$ cat config.mk
export PLATFORM = sky130hd
export DESIGN_NAME = uart_rx_param
export DESIGN_NICKNAME = d
export VERILOG_FILES = /design/src/rtl/uart_pkg.sv /design/src/rtl/uart_rx_fifo.sv /design/src/rtl/uart_rx_param.sv
export SDC_FILE = /design/constraint.sdc
export NUM_CORES = 1
export LEC_CHECK = 0
export BUFFER_PORTS_ARGS = -buffer_cell sky130_fd_sc_hd__buf_2
export CAP_MARGIN = 0
export CORE_MARGIN = 2
export CORE_UTILIZATION = 61
export CTS_BUF_LIST = sky130_fd_sc_hd__clkbuf_4 sky130_fd_sc_hd__clkbuf_8 sky130_fd_sc_hd__clkbuf_16
export CTS_CLUSTER_SIZE = 24
export DETAILED_ROUTE_END_ITERATION = 10
export PLACE_DENSITY = 0.76
export SYNTH_ARGS = -nofsm -noshare
export SYNTH_HDL_FRONTEND = slang
export SYNTH_SLANG_ARGS = --single-unit
$ cat constraint.sdc
create_clock -name clk_rx -period 3.28 [get_ports clk_rx]
set_clock_uncertainty 0.05 [all_clocks]
set_input_delay 0.492 -clock clk_rx [delete_from_list [all_inputs] [get_ports clk_rx]]
set_output_delay 0.492 -clock clk_rx [all_outputs]
set_load 0.02 [all_outputs]
$ cat src/rtl/uart_pkg.sv
// uart_pkg: shared definitions for the parametrised UART receiver.
//   - parity mode codes carried on the par input
//   - receiver FSM state encoding
//   - bit positions inside the 3-bit per-word error status
//   - 3-sample majority helper used for bit decisions
package uart_pkg;

    localparam logic [1:0] PAR_NONE = 2'd0;
    localparam logic [1:0] PAR_ODD  = 2'd1;
    localparam logic [1:0] PAR_EVEN = 2'd2;

    typedef enum logic [2:0] {
        ST_IDLE,
        ST_START,
        ST_DATA,
        ST_PARITY,
        ST_STOP1,
        ST_STOP2,
        ST_WAIT_HIGH
    } rx_state_t;

    localparam int ERR_PAR   = 2;
    localparam int ERR_FRAME = 1;
    localparam int ERR_OVR   = 0;

    function automatic logic majority3(input logic [2:0] s);
        return (s[0] & s[1]) | (s[0] & s[2]) | (s[1] & s[2]);
    endfunction

endpackage

$ cat src/rtl/uart_rx_fifo.sv
// uart_rx_fifo: small synchronous FIFO holding received words.
// Ports:
//   clk, rst_n      clock and asynchronous active-low reset
//   push, wdata     write request and word
//   pop             read request; head advances on the next edge
//   rdata           head word, read combinationally at the registered read pointer
//   full, empty     occupancy flags
// A push into a full FIFO is accepted when a pop happens in the same cycle.
module uart_rx_fifo #(
    parameter int WIDTH = 12,
    parameter int DEPTH = 4
) (
    input  logic             clk,
    input  logic             rst_n,
    input  logic             push,
    input  logic [WIDTH-1:0] wdata,
    input  logic             pop,
    output logic [WIDTH-1:0] rdata,
    output logic             full,
    output logic             empty
);
    localparam int AW = $clog2(DEPTH);

    logic [WIDTH-1:0] mem [DEPTH];
    logic [AW-1:0]    wr_ptr_q, wr_ptr_d;
    logic [AW-1:0]    rd_ptr_q, rd_ptr_d;
    logic [AW:0]      count_q,  count_d;
    logic             do_push, do_pop;

    assign full    = (count_q == (AW+1)'(DEPTH));
    assign empty   = (count_q == '0);
    assign do_pop  = pop && !empty;
    assign do_push = push && (!full || do_pop);
    assign rdata   = mem[rd_ptr_q];

    always_comb begin
        wr_ptr_d = wr_ptr_q;
        rd_ptr_d = rd_ptr_q;
        count_d  = count_q;
        if (do_push) wr_ptr_d = wr_ptr_q + 1'b1;
        if (do_pop)  rd_ptr_d = rd_ptr_q + 1'b1;
        case ({do_push, do_pop})
            2'b10:   count_d = count_q + 1'b1;
            2'b01:   count_d = count_q - 1'b1;
            default: count_d = count_q;
        endcase
    end

    // Storage has no reset so it can map onto distributed/block RAM.
    always_ff @(posedge clk) begin
        if (do_push) mem[wr_ptr_q] <= wdata;
    end

    always_ff @(posedge clk or negedge rst_n) begin
        if (!rst_n) begin
            wr_ptr_q <= '0;
            rd_ptr_q <= '0;
            count_q  <= '0;
        end else begin
            wr_ptr_q <= wr_ptr_d;
            rd_ptr_q <= rd_ptr_d;
            count_q  <= count_d;
        end
    end

endmodule

$ cat src/rtl/uart_rx_param.sv
// uart_rx_param: parametrised UART receiver on an OVERSAMPLE x baud clock.
// Ports:
//   clk_rx       oversampling clock
//   reset_n      asynchronous active-low reset
//   rx           serial line, idle high, asynchronous
//   d_num        data bits per frame (clamped to 5..MAX_DATA_BITS)
//   par          parity mode: 0/3 none, 1 odd, 2 even
//   s_num        stop bits: 0 one, 1 two
//   dout, err    head-of-FIFO word and {parity_err, frame_err, overrun}
//   dout_valid   FIFO non-empty
//   dout_ready   consumer accepts the head word
module uart_rx_param
    import uart_pkg::*;
#(
    parameter int OVERSAMPLE    = 16,
    parameter int MAX_DATA_BITS = 9,
    parameter int FIFO_DEPTH    = 4
) (
    input  logic                     clk_rx,
    input  logic                     reset_n,
    input  logic                     rx,
    input  logic [3:0]               d_num,
    input  logic [1:0]               par,
    input  logic                     s_num,
    output logic [MAX_DATA_BITS-1:0] dout,
    output logic [2:0]               err,
    output logic                     dout_valid,
    input  logic                     dout_ready
);
    localparam int             CW       = $clog2(OVERSAMPLE);
    localparam int             FW       = MAX_DATA_BITS + 3;
    localparam logic [CW-1:0]  HALF_M1  = CW'(OVERSAMPLE/2 - 1);
    localparam logic [CW-1:0]  FULL_M1  = CW'(OVERSAMPLE - 1);
    localparam logic [3:0]     MIN_BITS = 4'd5;
    localparam logic [3:0]     MAX_BITS = 4'(MAX_DATA_BITS);

    // Two-stage synchroniser; stage 1 is the line-side input.
    logic [1:0] sync_q;
    logic       rx_s;
    logic [2:0] hist_q;
    logic       vote;

    generate
        for (genvar gi = 0; gi < 2; gi++) begin : g_sync
            always_ff @(posedge clk_rx or negedge reset_n) begin
                if (!reset_n) sync_q[gi] <= 1'b1;
                else          sync_q[gi] <= (gi == 0) ? rx : sync_q[(gi == 0) ? 0 : gi-1];
            end
        end
    endgenerate

    assign rx_s = sync_q[1];
    assign vote = majority3(hist_q);

    rx_state_t               state_q,   state_d;
    logic [CW-1:0]           cnt_q,     cnt_d;
    logic [3:0]              bit_idx_q, bit_idx_d;
    logic [MAX_DATA_BITS-1:0] shreg_q,  shreg_d;
    logic [3:0]              dbits_q,   dbits_d;
    logic [1:0]              par_q,     par_d;
    logic                    stop2_q,   stop2_d;
    logic                    perr_q,    perr_d;
    logic                    ferr_q,    ferr_d;
    logic                    ovr_q,     ovr_d;
    logic [FW-1:0]           hold_q,    hold_d;

    logic          eof;
    logic          fifo_push, fifo_pop, fifo_full, fifo_empty;
    logic [FW-1:0] fifo_head, fifo_wdata;

    assign fifo_pop   = !fifo_empty && dout_ready;
    assign fifo_push  = eof && (!fifo_full || fifo_pop);
    // ferr_d already includes the verdict of the stop sample taken this cycle.
    assign fifo_wdata = {shreg_q, perr_q, ferr_d, ovr_q};

    always_comb begin
        state_d   = state_q;
        cnt_d     = cnt_q + 1'b1;
        bit_idx_d = bit_idx_q;
        shreg_d   = shreg_q;
        dbits_d   = dbits_q;
        par_d     = par_q;
        stop2_d   = stop2_q;
        perr_d    = perr_q;
        ferr_d    = ferr_q;
        eof       = 1'b0;
        case (state_q)
            ST_IDLE: begin
                cnt_d = '0;
                if (!rx_s && hist_q[0]) begin
                    state_d   = ST_START;
                    dbits_d   = (d_num < MIN_BITS) ? MIN_BITS :
                                (d_num > MAX_BITS) ? MAX_BITS : d_num;
                    par_d     = par;
                    stop2_d   = s_num;
                    shreg_d   = '0;
                    perr_d    = 1'b0;
                    ferr_d    = 1'b0;
                    bit_idx_d = '0;
                end
            end
            ST_START: begin
                if (cnt_q == HALF_M1) begin
                    cnt_d = '0;
                    // A high vote at mid-start means the edge was a glitch.
                    state_d   = vote ? ST_IDLE : ST_DATA;
                    bit_idx_d = '0;
                end
            end
            ST_DATA: begin
                if (cnt_q == FULL_M1) begin
                    cnt_d = '0;
                    for (int i = 0; i < MAX_DATA_BITS; i++) begin
                        if (bit_idx_q == 4'(i)) shreg_d[i] = vote;
                    end
                    bit_idx_d = bit_idx_q + 4'd1;
                    if (bit_idx_q == dbits_q - 4'd1) begin
                        state_d = (par_q == PAR_ODD || par_q == PAR_EVEN) ? ST_PARITY : ST_STOP1;
                    end
                end
            end
            ST_PARITY: begin
                if (cnt_q == FULL_M1) begin
                    cnt_d = '0;
                    // Bits above the frame width are zero, so XOR of the whole register is the data XOR.
                    if (vote != ((^shreg_q) ^ (par_q == PAR_ODD))) perr_d = 1'b1;
                    state_d = ST_STOP1;
                end
            end
            ST_STOP1, ST_STOP2: begin
                if (cnt_q == FULL_M1) begin
                    cnt_d = '0;
                    if (!vote) ferr_d = 1'b1;
                    if (state_q == ST_STOP1 && stop2_q) begin
                        state_d = ST_STOP2;
                    end else begin
                        eof     = 1'b1;
                        state_d = vote ? ST_IDLE : ST_WAIT_HIGH;
                    end
                end
            end
            ST_WAIT_HIGH: begin
                cnt_d = '0;
                if (rx_s) state_d = ST_IDLE;
            end
            default: begin
                cnt_d   = '0;
                state_d = ST_IDLE;
            end
        endcase
    end

    always_comb begin
        ovr_d = ovr_q;
        if (eof) ovr_d = !fifo_push;
        hold_d = hold_q;
        if (fifo_pop) hold_d = fifo_head;
    end

    always_ff @(posedge clk_rx or negedge reset_n) begin
        if (!reset_n) begin
            hist_q    <= 3'b111;
            state_q   <= ST_IDLE;
            cnt_q     <= '0;
            bit_idx_q <= '0;
            shreg_q   <= '0;
            dbits_q   <= MIN_BITS;
            par_q     <= PAR_NONE;
            stop2_q   <= 1'b0;
            perr_q    <= 1'b0;
            ferr_q    <= 1'b0;
            ovr_q     <= 1'b0;
            hold_q    <= '0;
        end else begin
            hist_q    <= {hist_q[1:0], rx_s};
            state_q   <= state_d;
            cnt_q     <= cnt_d;
            bit_idx_q <= bit_idx_d;
            shreg_q   <= shreg_d;
            dbits_q   <= dbits_d;
            par_q     <= par_d;
            stop2_q   <= stop2_d;
            perr_q    <= perr_d;
            ferr_q    <= ferr_d;
            ovr_q     <= ovr_d;
            hold_q    <= hold_d;
        end
    end

    uart_rx_fifo #(
        .WIDTH (FW),
        .DEPTH (FIFO_DEPTH)
    ) u_fifo (
        .clk   (clk_rx),
        .rst_n (reset_n),
        .push  (fifo_push),
        .wdata (fifo_wdata),
        .pop   (fifo_pop),
        .rdata (fifo_head),
        .full  (fifo_full),
        .empty (fifo_empty)
    );

    // When empty, present the last word handed out (zero after reset).
    assign dout       = fifo_empty ? hold_q[FW-1:3] : fifo_head[FW-1:3];
    assign err        = fifo_empty ? hold_q[2:0]    : fifo_head[2:0];
    assign dout_valid = !fifo_empty;

endmodule

==> impl_metrics.sql <==
INSERT INTO impl_metrics (metric_group, metric, value, unit) VALUES
('sta', 'final_period_minus_worst_setup_slack', '2.78', 'ns'),
('routing', 'wl_per_cell', '16.4', 'um'),
('sta', 'finalCritPeriodShare', '84.6', '%'),
('grt', 'grt_use_total', '20.3', '%'),
('floorplan', 'floorplan.core_area', '0.00773', 'mm^2'),
('power_and_ir_drop', 'switchingPower', '1390', 'uW'),
('synthesis', 'area_share_of_the_largest_cell_type_after_synthesis', '29.5', '%'),
('power_and_ir_drop', 'sequential_cell_fraction_of_total_power', '43.7', '%'),
('grt', 'grt_pass1_vias', '2780', ''),
('grt', 'maximum_number_of_pins_on_one_net_before_global_route_repair', '39', ''),
('synthesis', 'number_of_enable_type_register_cells_in_the_synthesized_netlist', '48', ''),
('worst_setup_path', 'critical_path.reg2reg.endpoint', 'u_fifo.count_q[2]$_DFFE_PN0P_', ''),
('worst_setup_path', 'critical_path_arrival', '3.03', 'ns'),
('final_layout', 'final_cells', '487', ''),
('final_layout', 'regArea', '0.00280', 'mm^2'),
('routing', 'firstDrtPassIters', '6', ''),
('flow_run', 'cap_viol_max_count', '0', ''),
('power_and_ir_drop', 'report.power.total', '3940', 'uW'),
('synthesis', 'synth_compound_area_share', '8.52', '%'),
('synthesis', 'post-synth-top-area-cell', 'edfxtp_1', ''),
('power_and_ir_drop', 'clock_power_share', '19.4', '%'),
('synthesis', 'synth_adder_area_share', '4.45', '%'),
('synthesis', 'syn-num-nets', '385', ''),
('placed_design', 'post-place-cells', '471', ''),
('grt', 'grt_antenna_before_repair', '0', ''),
('clock_network', 'cts-htree-levels', '3', ''),
('sta', 'setup_violations', '0', ''),
('clock_network', 'cts-buffers-inserted', '9', ''),
('routing', 'routed_wl', '7.97', 'mm'),
('routing', 'vias', '2796', ''),
('sta', 'timing_hold_violations_final', '0', ''),
('floorplan', 'die_w', '93.5', 'um'),
('power_and_ir_drop', 'p_per_area', '756', 'mW/mm^2'),
('floorplan', 'floorplan.io_pins', '24', ''),
('synthesis', 'cell_with_the_most_instances_after_synthesis', 'edfxtp_1', ''),
('clock_network', 'post_cts_resize_count', '0', ''),
('sta', 'worst-slew-pin-transition', '0.844', 'ns'),
('worst_setup_path', 'worst_setup_path_end_kind', 'register', ''),
('power_and_ir_drop', 'power_report.internal_total', '2550', 'uW'),
('worst_setup_path', 'r2r_slack', '0.50', 'ns'),
('placed_design', 'buffer_ports.inserted', '23', ''),
('synthesis', 'netlist_top_cells_area', 'edfxtp_1, dfrtp_1, mux4_2', ''),
('power_and_ir_drop', 'comb_power_share', '36.9', '%'),
('power_and_ir_drop', 'swShare', '35.3', '%'),
('worst_setup_path', 'critPathMaxFanout', '14', ''),
('sta', 'rsz0062_at_grt', 'no', ''),
('sta', 'final_max_slew_viol_count', '0', ''),
('floorplan', 'num_rows', '32', ''),
('synthesis', 'yosys.area_share.simple', '11.2', '%'),
('worst_setup_path', 'path_class', 'register to register', ''),
('worst_setup_path', 'critical_path_required', '3.53', 'ns'),
('clock_network', 'cts_root_buf', 'clkbuf_8', ''),
('sta', 'timing.setup.tns', '0', 'ns'),
('status', 'status', 'completed', ''),
('synthesis', 'synth_xor_area_share', '4.22', '%'),
('grt', 'grt_first_pass_wirelength', '13.5', 'mm'),
('synthesis', 'ys_dominant_reg_cell', 'edfxtp_1', ''),
('final_layout', 'multi_input_area', '0.00190', 'mm^2'),
('clock_network', 'clk_transition_reported_paths', '0.10', 'ns'),
('synthesis', 'synth_seq_area_share', '57.3', '%'),
('routing', 'routed_via_density', '5.74', ''),
('final_layout', 'insertedDiodeCount', '0', ''),
('final_layout', 'nets', '407', ''),
('synthesis', 'synth_top_family_by_area', 'simple AND/OR/NAND/NOR gates', ''),
('floorplan', 'die-area', '0.00875', 'mm^2'),
('clock_network', 'cts_tree', 'yes', ''),
('floorplan', 'initial_utilization', '63.3', '%'),
('worst_setup_path', 'timing.rr.start', 'state_q[1]$_DFFE_PN0P_', ''),
('synthesis', 'synthesis.instances', '358', ''),
('clock_network', 'numClockSinks', '102', ''),
('synthesis', 'avgSynthCellArea', '13.7', 'um^2');
==> logic make-up (layout without fill, tap and decap cells) <==
| kind of cell | count (synthesis) | in the layout |
|---|---|---|
| flip-flops | 102 | 102 |
| AND/OR/NAND/NOR | 97 | 97 |
| AO/OA/AOI/OAI | 56 | 56 |
| multiplexers | 33 | 33 |
| buffers and inverters | 31 | 58 |
| XOR/XNOR | 22 | 22 |
| adder cells (fa/ha/maj) | 17 | 17 |
==> cells in the final DEF (no fill, tap or decap), drive strengths merged, types with 7 or more instances in the layout <==
master  count
buf        25
xnor2      15
nand2      43
mux2       21
nor2       11
edfxtp     48
and2       12
dfrtp      47
dfstp       7
clkbuf     12
o21ai      17
mux4       12
a22o        8
inv        18
ha         15
==> stage by stage <==
| step | worst slack, ns | hold WS [ns] |
|---|---|---|
| detailed placement | 0.553 | 0.298 |
| global placement | 0.633 | 0.296 |
| finish | 0.504 | 0.168 |
| global route | 0.280 | 0.166 |
| floorplan | 0.906 | 0.146 |
| CTS | 0.529 | 0.160 |
==> power groups by stage <==
| stage | combinational [uW] | sequential (uW) | clock (uW) |
|---|---|---|---|
| final | 1450 | 1730 | 765 |
| after global routing | 1600 | 1760 | 827 |
| after CTS | 1470 | 1730 | 778 |
| after detailed placement | 1450 | 1750 | 0 |
| after global placement | 1430 | 1740 | 0 |
| after floorplan | 1280 | 1650 | 0 |
==> critical path, stage by stage (launching register included) <==
cell	delay, ns
dfrtp_1	0.64
inv_1	0.20
ha_1	0.34
o211a_1	0.17
and2b_1	0.23
inv_1	0.08
ha_1	0.17
inv_1	0.06
fa_1	0.37
xor2_1	0.15
nor2_1	0.11
xor2_1	0.15
==> worst max path at each step <==
stage               cells after the start  slack (ns)                            end                   start
detailed placement                     11        0.55  u_fifo.count_q[2]$_DFFE_PN0P_  state_q[1]$_DFFE_PN0P_
CTS                                    11        0.53  u_fifo.count_q[2]$_DFFE_PN0P_  state_q[1]$_DFFE_PN0P_
global route                           11        0.28  u_fifo.count_q[2]$_DFFE_PN0P_  state_q[1]$_DFFE_PN0P_
floorplan                              11        0.91  u_fifo.count_q[2]$_DFFE_PN0P_      cnt_q[0]$_DFF_PN0_
finish                                 11        0.50  u_fifo.count_q[2]$_DFFE_PN0P_  state_q[1]$_DFFE_PN0P_
global placement                       11        0.63  u_fifo.count_q[2]$_DFFE_PN0P_  state_q[1]$_DFFE_PN0P_
==> state kept, by name, summed over array words and instances, names as in the netlist <==
signal / count
bit_idx_q: 4
cnt_q: 4
dbits_q: 4
ferr_q: 1
hist_q: 3
hold_q: 12
ovr_q: 1
par_q: 2
perr_q: 1
rx_s: 1
shreg_q: 9
state_q: 3
stop2_q: 1
sync_q: 1
u_fifo.count_q: 3
u_fifo.mem: 48
u_fifo.rd_ptr_q: 2
u_fifo.wr_ptr_q: 2
==> per-layer routing <==
metal,track usage [%],vias to the layer above,wire (um)
li1,-,1346,-
met1,26.9,1378,3590
met2,33.7,59,3970
met3,3.79,13,273
met4,7.85,0,140
met5,0,-,0
==> area by class of cell <==
cell class	instances	area share (%)
Multi-Input combinational cell	225	36.4
Clock buffer	12	3.14
Clock inverter	4	0.551
Timing Repair Buffer	25	2.49
Tap cell	102	2.44
Sequential cell	102	53.7
Inverter	17	1.27
Power figures use the tool's default switching activity.
